File: src/rtl/ft_recovery_ctrl_pkg.sv
// Shared types and widths for the fault-tolerant recovery controller.
// Optional feature macro: FT_RECOVERY_PARITY_EN (parity-protected checkpoint).
package ft_pkg;

  localparam int REG_ADDR_W = 5;
  localparam int ERR_CNT_W  = 8;

  typedef enum logic [2:0] {
    IDLE,
    HALT,
    RESTORE,
    RESUME,
    FATAL
  } recovery_state_e;

endpackage

File: src/rtl/ft_recovery_ctrl_if.sv
// Comparator-side and core-side signals of the recovery controller.
// master = comparator/cores environment, slave = ft_recovery_ctrl.
interface ft_recovery_ctrl_if #(
  parameter int DATA_WIDTH = 32
);
  import ft_pkg::*;

  logic                  we_i;
  logic [REG_ADDR_W-1:0] addr_i;
  logic [DATA_WIDTH-1:0] data_i;
  logic                  mismatch_i;
  logic                  halt_o;
  logic                  recover_we_o;
  logic [REG_ADDR_W-1:0] recover_addr_o;
  logic [DATA_WIDTH-1:0] recover_data_o;
  logic                  restore_done_o;
  logic                  fatal_o;
  logic [ERR_CNT_W-1:0]  err_count_o;

  modport master (
    output we_i, addr_i, data_i, mismatch_i,
    input  halt_o, recover_we_o, recover_addr_o, recover_data_o,
           restore_done_o, fatal_o, err_count_o
  );

  modport slave (
    input  we_i, addr_i, data_i, mismatch_i,
    output halt_o, recover_we_o, recover_addr_o, recover_data_o,
           restore_done_o, fatal_o, err_count_o
  );

endinterface

File: src/rtl/ft_recovery_ctrl_shadow.sv
// Checkpoint register file: one synchronous write port, one combinational read port.
// x0 has no storage. FT_RECOVERY_PARITY_EN adds an even-parity bit per entry.
module ft_shadow_regfile
  import ft_pkg::*;
#(
  parameter int DATA_WIDTH = 32,
  parameter int NUM_REGS   = 32
) (
  input  logic                  clk_i,
  input  logic                  rst_ni,
  input  logic                  we,
  input  logic [REG_ADDR_W-1:0] waddr,
  input  logic [DATA_WIDTH-1:0] wdata,
  input  logic [REG_ADDR_W-1:0] raddr,
  output logic [DATA_WIDTH-1:0] rdata,
  output logic                  parity_err
);

  localparam logic [REG_ADDR_W-1:0] LAST_IDX = REG_ADDR_W'(NUM_REGS - 1);

  logic [DATA_WIDTH-1:0] mem_q [1:NUM_REGS-1];
  logic                  wr_ok;
  logic                  rd_ok;

  assign wr_ok = we && (waddr != '0) && (waddr <= LAST_IDX);
  assign rd_ok = (raddr != '0) && (raddr <= LAST_IDX);

  always_ff @(posedge clk_i or negedge rst_ni) begin
    if (!rst_ni) begin
      for (int i = 1; i < NUM_REGS; i++) mem_q[i] <= '0;
    end else if (wr_ok) begin
      mem_q[waddr] <= wdata;
    end
  end

`ifdef FT_RECOVERY_PARITY_EN
  // Parity bit makes the XOR of data and parity zero for a healthy entry.
  logic par_q [1:NUM_REGS-1];

  function automatic logic even_par(input logic [DATA_WIDTH-1:0] v);
    return ^v;
  endfunction

  always_ff @(posedge clk_i or negedge rst_ni) begin
    if (!rst_ni) begin
      for (int i = 1; i < NUM_REGS; i++) par_q[i] <= 1'b0;
    end else if (wr_ok) begin
      par_q[waddr] <= even_par(wdata);
    end
  end
`endif

  always_comb begin
    rdata      = '0;
    parity_err = 1'b0;
    if (rd_ok) begin
      rdata = mem_q[raddr];
`ifdef FT_RECOVERY_PARITY_EN
      parity_err = even_par(mem_q[raddr]) ^ par_q[raddr];
`endif
    end
  end

endmodule

File: src/rtl/ft_recovery_ctrl.sv
// Lockstep recovery controller: checkpoints agreed writes, restores both cores on mismatch.
// Optional feature macro: FT_RECOVERY_PARITY_EN (parity-checked restore escalates to FATAL).
module ft_recovery_ctrl
  import ft_pkg::*;
#(
  parameter int DATA_WIDTH = 32,
  parameter int NUM_REGS   = 32,
  parameter int MAX_RETRY  = 3
) (
  input  logic             clk_i,
  input  logic             rst_ni,
  ft_recovery_ctrl_if.slave bus
);

  localparam int                    RETRY_W  = (MAX_RETRY < 1) ? 1 : $clog2(MAX_RETRY + 1);
  localparam logic [RETRY_W-1:0]    RETRY_LIM = RETRY_W'(MAX_RETRY);
  localparam logic [REG_ADDR_W-1:0] LAST_IDX = REG_ADDR_W'(NUM_REGS - 1);

  recovery_state_e       state_q, state_d;
  logic [REG_ADDR_W-1:0] idx_q, idx_d;
  logic [RETRY_W-1:0]    retry_q, retry_d;
  logic [RETRY_W-1:0]    retry_inc;
  logic [ERR_CNT_W-1:0]  err_q, err_d;

  logic                  commit;
  logic [DATA_WIDTH-1:0] rd_data;
  logic                  parity_err;

  function automatic logic [ERR_CNT_W-1:0] sat_inc(input logic [ERR_CNT_W-1:0] v);
    return (&v) ? v : v + 1'b1;
  endfunction

  // Commits are only honoured while the cores are running normally.
  assign commit    = (state_q == IDLE) && bus.we_i && !bus.mismatch_i && (bus.addr_i != '0);
  assign retry_inc = retry_q + 1'b1;

  ft_shadow_regfile #(
    .DATA_WIDTH (DATA_WIDTH),
    .NUM_REGS   (NUM_REGS)
  ) u_shadow (
    .clk_i      (clk_i),
    .rst_ni     (rst_ni),
    .we         (commit),
    .waddr      (bus.addr_i),
    .wdata      (bus.data_i),
    .raddr      (idx_q),
    .rdata      (rd_data),
    .parity_err (parity_err)
  );

  always_ff @(posedge clk_i or negedge rst_ni) begin
    if (!rst_ni) begin
      state_q <= IDLE;
      idx_q   <= '0;
      retry_q <= '0;
      err_q   <= '0;
    end else begin
      state_q <= state_d;
      idx_q   <= idx_d;
      retry_q <= retry_d;
      err_q   <= err_d;
    end
  end

  always_comb begin
    state_d = state_q;
    idx_d   = idx_q;
    retry_d = retry_q;
    err_d   = err_q;
    unique case (state_q)
      IDLE: begin
        if (bus.mismatch_i) begin
          err_d   = sat_inc(err_q);
          retry_d = retry_inc;
          state_d = (retry_inc == RETRY_LIM) ? FATAL : HALT;
        end else if (commit) begin
          retry_d = '0;
        end
      end
      HALT: begin
        idx_d   = REG_ADDR_W'(1);
        state_d = RESTORE;
      end
      RESTORE: begin
        // A corrupted checkpoint entry must never reach the cores.
        if (parity_err) begin
          state_d = FATAL;
        end else if (idx_q == LAST_IDX) begin
          state_d = RESUME;
        end else begin
          idx_d = idx_q + 1'b1;
        end
      end
      RESUME:  state_d = IDLE;
      FATAL:   state_d = FATAL;
      default: state_d = IDLE;
    endcase
  end

  always_comb begin
    bus.halt_o         = (state_q != IDLE);
    bus.recover_we_o   = (state_q == RESTORE) && !parity_err;
    bus.recover_addr_o = '0;
    bus.recover_data_o = '0;
    if (bus.recover_we_o) begin
      bus.recover_addr_o = idx_q;
      bus.recover_data_o = rd_data;
    end
    bus.restore_done_o = (state_q == RESUME);
    bus.fatal_o        = (state_q == FATAL);
    bus.err_count_o    = err_q;
  end

endmodule
File: src/flat_wrapper.sv
// flat-port wrapper written by rule: the top's interface ports become plain ports
module ft_recovery_ctrl_flat import ft_pkg::*;
#(
  parameter int DATA_WIDTH = 32,
  parameter int NUM_REGS   = 32,
  parameter int MAX_RETRY  = 3
)
  (clk_i, rst_ni, bus_we_i, bus_addr_i, bus_data_i, bus_mismatch_i, bus_halt_o, bus_recover_we_o, bus_recover_addr_o, bus_recover_data_o, bus_restore_done_o, bus_fatal_o, bus_err_count_o);
  ft_recovery_ctrl_if #(.DATA_WIDTH(DATA_WIDTH)) bus_i ();
  input  logic clk_i;
  input  logic rst_ni;
  input wire logic [$bits(bus_i.we_i)-1:0] bus_we_i;
  input wire logic [$bits(bus_i.addr_i)-1:0] bus_addr_i;
  input wire logic [$bits(bus_i.data_i)-1:0] bus_data_i;
  input wire logic [$bits(bus_i.mismatch_i)-1:0] bus_mismatch_i;
  output wire logic [$bits(bus_i.halt_o)-1:0] bus_halt_o;
  output wire logic [$bits(bus_i.recover_we_o)-1:0] bus_recover_we_o;
  output wire logic [$bits(bus_i.recover_addr_o)-1:0] bus_recover_addr_o;
  output wire logic [$bits(bus_i.recover_data_o)-1:0] bus_recover_data_o;
  output wire logic [$bits(bus_i.restore_done_o)-1:0] bus_restore_done_o;
  output wire logic [$bits(bus_i.fatal_o)-1:0] bus_fatal_o;
  output wire logic [$bits(bus_i.err_count_o)-1:0] bus_err_count_o;
  assign bus_i.we_i = bus_we_i;
  assign bus_i.addr_i = bus_addr_i;
  assign bus_i.data_i = bus_data_i;
  assign bus_i.mismatch_i = bus_mismatch_i;
  assign bus_halt_o = bus_i.halt_o;
  assign bus_recover_we_o = bus_i.recover_we_o;
  assign bus_recover_addr_o = bus_i.recover_addr_o;
  assign bus_recover_data_o = bus_i.recover_data_o;
  assign bus_restore_done_o = bus_i.restore_done_o;
  assign bus_fatal_o = bus_i.fatal_o;
  assign bus_err_count_o = bus_i.err_count_o;
  ft_recovery_ctrl #(.DATA_WIDTH(DATA_WIDTH), .NUM_REGS(NUM_REGS), .MAX_RETRY(MAX_RETRY)) u_core (.clk_i(clk_i), .rst_ni(rst_ni), .bus(bus_i));
endmodule
File: config.mk
export PLATFORM = sky130hd
export DESIGN_NAME = ft_recovery_ctrl_flat
export DESIGN_NICKNAME = d
export VERILOG_FILES = /design/src/rtl/ft_recovery_ctrl_pkg.sv /design/src/rtl/ft_recovery_ctrl_if.sv /design/src/rtl/ft_recovery_ctrl_shadow.sv /design/src/rtl/ft_recovery_ctrl.sv /design/src/flat_wrapper.sv
export SDC_FILE = /design/constraint.sdc
export NUM_CORES = 2
export LEC_CHECK = 0
export ABC_AREA = 1
export CELL_PAD_IN_SITES_DETAIL_PLACEMENT = 1
export CELL_PAD_IN_SITES_GLOBAL_PLACEMENT = 1
export CORE_MARGIN = 4
export CORE_UTILIZATION = 50
export DETAILED_ROUTE_END_ITERATION = 10
export PLACE_DENSITY_LB_ADDON = 0.1
export SYNTH_ARGS = -nofsm -noshare
export SYNTH_HDL_FRONTEND = slang
export SYNTH_SLANG_ARGS = --single-unit
File: constraint.sdc
create_clock -name clk_i -period 6.5 [get_ports clk_i]
set_input_delay 1.625 -clock clk_i [delete_from_list [all_inputs] [get_ports clk_i]]
set_output_delay 1.625 -clock clk_i [all_outputs]
set_load 0.02 [all_outputs]
* After elaboration in Yosys (flattened, before gate mapping)
Cells that the tools add are included. Widths: inputs -> output; s select.
Word-level totals: register bits 1010, bits of input ports 41, output and inout bits 49
Operators by class: add/sub/neg operators 3, $lt $le $gt $ge 5, equality and inequality tests 9, muxes and demuxes 17, bitwise operators 3, reduce and logical (&&, ||, !) cells 19
Operator list (number):
- $bwmux 992 | 1
- $bmux 32 s5 | 1
- $demux 32 s5 | 1
- $mux 32 | 5
- $ge 6x6->1 const B | 2
- $not 5->6 | 2
- $pmux 3 s4 | 1
- $le 5x5->1 const B | 2
- $mux 5 | 2
- $pmux 5 s2 | 1
- $reduce_bool 5->1 | 2
- $mux 3 | 3
- $add 8x1->8 const B | 1
- $reduce_and 8->1 | 1
- $logic_and 1x1->1 | 7
- $eq 3x2->1 const B | 2
- $lt 6x1->1 const B | 1
- $reduce_and 2->1 | 3
- $add 5x1->5 const B | 1
- $eq 5x5->1 const B | 1
- $mux 2 | 2
- $ne 2x2->1 const B | 2
- $reduce_bool 2->1 | 2
- $eq 3x1->1 const B | 1
- 9 further kinds | 9

* Longest topological paths before layout
depth after elaboration 6, depth in mapped cells 13

* Modules after synthesis
Synthesis repeated with hierarchy kept, for this count alone.
Second synthesis, totals: cell total of the unflattened synthesis 6194, area, all modules 47398.0 sq um
By module, submodules not included:
- ft_shadow_regfile | instances 1, cells each 5966, area an instance 46027.9 sq um
- ft_recovery_ctrl | instances 1, cells each 228, area an instance 1370.1 sq um

* Worst setup path before layout
No wires, ideal clock.
path kind reg-to-output, start point register u_core.idx_q[2], end point output port bus_recover_data_o[10], arrival time 2235 ps, data required time 4875 ps, path slack 2640 ps, stages on the path, launching flop included 12, cells stage by stage dfrtp_1 > buf_2 > clkbuf_1 > buf_1 > nand2_1 > nor2_1 > ha_1 > nor3_1 > nor2_1 > clkbuf_1 > nand2_1 > nor2_1
On the way: cells in the longest elaborated chain, start to end 6
Ends and longest elaborated chain:
- from (decl) | line ft_recovery_ctrl.sv:20 | logic [REG_ADDR_W-1:0] idx_q, idx_d;
- from (signal assigned) | line ft_recovery_ctrl.sv:59 | idx_q <= idx_d;
- $not 5->6 (implied by the code) | line ft_recovery_ctrl_shadow.sv:57 | rdata = mem_q[raddr];
- $bmux 32 s5 | line ft_recovery_ctrl_shadow.sv:57
- $mux 32 (implied by the code) (2 in series) | line ft_recovery_ctrl_shadow.sv:57
- $mux 32 (*) | line ft_recovery_ctrl_shadow.sv:56 | if (rd_ok) begin
- $mux 32 (*) | line ft_recovery_ctrl.sv:105 | if (bus.recover_we_o) begin
- to (decl) | line flat_wrapper.sv:19 | output wire logic [$bits(bus_i.recover_data_o)-1:0] bus_recover_data_o;
Mark *: on every way between the ends. The rest lies on a longest branch, timed or not. The select of a mux whose other input is x is not followed.

* Worst setup path after layout
start point register u_core.idx_q[1], end point output port bus_recover_data_o[1]
The elaborated chain is that of the path after synthesis.

==> flow_metrics.tcl <==
set metrics [dict create \
    finish.cell_count_without_fillers 8117 \
    overall_track_demand_over_capacity_in_global_routing_pct 38.4 \
    vdd_ir_drop_max_mv 0.289 \
    layout-drive-gt1-share_pct 6.19 \
    postSynthRegisterBits 1010 \
    routability_congestion_estimate_from_global_placement 0.877 \
    cts_inserted_buffers 113 \
    post_cts.repair.setup_buffers 0 \
    detail_route.vias_per_cell 5.84 \
    synthesis.nets 6893 \
    dieArea_um2 103000 \
    min-delay-path-class "reg2reg" \
    clock_tree.htree_level_count 3 \
    cts_num_sinks 1010 \
    crit_path_max_fanout 43 \
    achievable_clock_frequency_ghz 0.165 \
    clk_transition_reported_paths_ns 0.07 \
    critPathCaptureType "output port" \
    die-height_um 321 \
    cts_repair_resize_count 0 \
    internal_power_component_w 0.0137 \
    cts-root-buf "sky130_fd_sc_hd__clkbuf_16" \
    fin_worst_skew_ns 0.0185 \
    tightest_slew_ns 1.35 \
    detailedRoute.firstIterationViolations 5052 \
    place_inst 7905 \
    dpl.hpwl_mm 119 \
    area.growth.synth_to_final_pct 12.7 \
    ant_nets 0 \
    io_buffer_count 89 \
    design.portCount 90 \
    crit_path_start_kind "flip-flop" \
    synth.top_cells.by_area "sky130_fd_sc_hd__dfrtp_1, sky130_fd_sc_hd__nand2_1, sky130_fd_sc_hd__o21ai_0" \
    design.core.area_um2 97000 \
    route.detailed.wl_per_inst_um 24.3 \
    pin_count_of_the_biggest_net_entering_global_routing 165 \
    fp.dieW_um 321 \
    critPathMaxStageDelay_ns 0.82 \
    grt_antenna_before_repair 9 \
    worstPathCellList "inv_8 > ha_1 > nand2_1 > o21ai_0 > nor2_4 > nand2_1 > nor2_1 > clkdlybuf4s50_1" \
    worst_path_max_delay_cell "sky130_fd_sc_hd__dfrtp_4" \
    hold_violations 0 \
    holdBufCountCts 0 \
    postSynthCellCount 6847 \
    clk_path_buf_depth 3 \
    sequentialPowerShare_pct 38.3 \
    share_comb_of_total_power_pct 30.6 \
    initial_standard_cell_utilization_of_the_core_pct 50.6 \
    final_period_minus_worst_setup_slack_ns 6.07 \
    worst_setup_path_type "reg2out" \
    cap_violations 0 \
    core.rowCount 114 \
    final_max_slew_viol_count 0 \
    mappedNetlistArea_um2 49100 \
    slew_headroom_pct 10.0 \
    outcome "complete, no violations" \
    layout_worst_path_cycle_share_pct 93.4 \
    worst_path_most_repeated_cell "sky130_fd_sc_hd__nand2_1" \
    rsz0062_at_grt "false" \
    synth_top_cell_area_share_pct 51.5 \
    dr_total_vias 47400 \
    wire_length_of_the_first_global_routing_pass_mm 302 \
    fin_ws_ns 0.431 \
    clkLatencyLatePin_ns 0.71 \
    clock_tree_from_tritoncts "yes" \
    first_global_vias 49200 \
    utilization_pct 57.0 \
    setup-tns-final_ns 0 \
    power_switching_share_pct 37.4 \
    finalHoldWorstSlack_ns 0.473 \
    final_setup_fails 0 \
    power.net_switching_w 0.00823 \
    ys_warns 0 \
    global_route.overflow_total 0 \
    post_detailed_route_drc_marker_count 0 \
    postSynthAreaPerCell_um2 7.17 \
    power_dens_cells_nw_per_um2 397 \
    critPathRequiredTime_ns 4.88 \
    synth_cell_types 29 \
    place_worst_setup_slack_ns 1.31 \
    crit_arrival_ns 4.44 \
    number_of_iterations_in_the_first_detailed_routing_pass 6 \
    final_net_count 6790 \
    fraction_of_power_consumed_by_the_clock_network_pct 31.1 \
    post_synthesis_sequential_area_ratio_pct 51.5 \
    finalWirelength_mm 198 \
    p_leak_nw 29.2 \
    synthDominantAreaCellType "sky130_fd_sc_hd__dfrtp_1" \
]
[registers in the layout, summed over array words and instances, names as in the netlist]
name                    cells
u_core.bus.err_count_o      8
u_core.state_q              3
u_core.idx_q                5
u_core.retry_q              2
u_core.u_shadow.mem_q     992
[logic make-up after synthesis]
logic type	count (synthesis)	share of synthesized area, %
AO/OA/AOI/OAI	698	7.41
XOR/XNOR	5	0.0892
adder cells (fa/ha/maj)	5	0.127
buffers and inverters	922	7.32
flip-flops	1010	51.5
AND/OR/NAND/NOR	4207	33.5
[power by group through the flow]
stage | combinational (W) | clock, W | sequential (W)
3_3_place_gp | 0.00626 | 0 | 0.00840
5_1_grt | 0.00742 | 0.00717 | 0.00855
2_1_floorplan | 0.00416 | 0 | 0.00822
4_1_cts | 0.00661 | 0.00688 | 0.00839
3_5_place_dp | 0.00649 | 0 | 0.00847
6_report | 0.00672 | 0.00684 | 0.00842
[metrics by stage]
step                cell area, um^2  total power [W]
floorplan                     49100           0.0124
global route                  55300           0.0231
global placement              51300           0.0147
CTS                           55300           0.0219
detailed placement            51300           0.0150
finish                        55300           0.0220
[cells in the mapped netlist]
cell type and n:
sky130_fd_sc_hd__or2_2 21, sky130_fd_sc_hd__xnor2_1 1, sky130_fd_sc_hd__nand2_2 2, sky130_fd_sc_hd__nor2_2 9
sky130_fd_sc_hd__dfrtp_1 1010, sky130_fd_sc_hd__buf_1 16, sky130_fd_sc_hd__inv_2 10, sky130_fd_sc_hd__o21ai_1 39
sky130_fd_sc_hd__buf_2 98, sky130_fd_sc_hd__o21ai_0 469, sky130_fd_sc_hd__inv_1 450, sky130_fd_sc_hd__nor2_4 1
sky130_fd_sc_hd__nand2_1 3293, sky130_fd_sc_hd__nor3_1 7, sky130_fd_sc_hd__ha_1 5, sky130_fd_sc_hd__o21a_1 1
sky130_fd_sc_hd__o31ai_1 1, sky130_fd_sc_hd__o211ai_1 56, sky130_fd_sc_hd__nor3_2 19, sky130_fd_sc_hd__xor2_1 4
sky130_fd_sc_hd__nand4_1 7, sky130_fd_sc_hd__buf_6 1, sky130_fd_sc_hd__nand2_4 1, sky130_fd_sc_hd__nor2_8 1
sky130_fd_sc_hd__clkinv_1 1, sky130_fd_sc_hd__a21oi_1 132, sky130_fd_sc_hd__clkbuf_1 346, sky130_fd_sc_hd__nand3_1 330
sky130_fd_sc_hd__nor2_1 516
[path summary, 6_finish.rpt]
path | startpoint | to | slack (ns) | cells past startpoint
max reg2reg | u_core.state_q[1] | u_core.u_shadow.mem_q[915] | 2.71 | 11
min in group asynchronous | rst_ni | u_core.u_shadow.mem_q[465] | 1.02 | 1
max | u_core.idx_q[1] | bus_recover_data_o[1] | 0.43 | 8
min reg2reg | u_core.u_shadow.mem_q[370] | u_core.u_shadow.mem_q[370] | 0.47 | 2
min | u_core.u_shadow.mem_q[370] | u_core.u_shadow.mem_q[370] | 0.47 | 2
max in group asynchronous | rst_ni | u_core.u_shadow.mem_q[106] | 4.01 | 2
[worst max-delay path: cells and delay by family (launching register included)]
kind / cells / cell delay (ns)
buffers and inverters: 2 / 1.08
AOI/OAI and AO/OA: 1 / 0.13
DFF: 1 / 0.82
adders and majority gates: 1 / 0.31
and+or+nand+nor: 4 / 1.35
[routing by layer]
metal | vias up | track usage (%) | share of wire [%]
li1 | 20700 | - | -
met1 | 24100 | 52.5 | 41
met2 | 2094 | 59.6 | 45
met3 | 498 | 8.53 | 9.5
met4 | 2 | 15.8 | 4.4
met5 | - | 0 | 0.0040
[layout make-up]
type,count,area [um^2]
multi-input cells,4915,20400
repair buffers,243,2310
clock buffers,171,3500
diodes,6,15.0
inverters,461,1750
flip-flops and latches,1010,25300
well taps,1276,1600
fillers,12300,41700
clock inverters,35,453
[placed cells by master, fill, tap and decap left out, drive strengths merged]
master / instances
clkdlybuf4s50: 88
clkinv: 21
nand4: 7
buf: 155
o21ai: 508
inv: 461
bufinv: 10
o211ai: 56
xor2: 4
o31ai: 1
clkinvlp: 4
nor2: 527
a21oi: 132
xnor2: 1
nand3: 330
nand2: 3296
or2: 21
ha: 5
nor3: 26
o21a: 1
dfrtp: 1010
diode: 6
clkbuf: 171
Note: power is estimated with default switching activity, not from simulation.
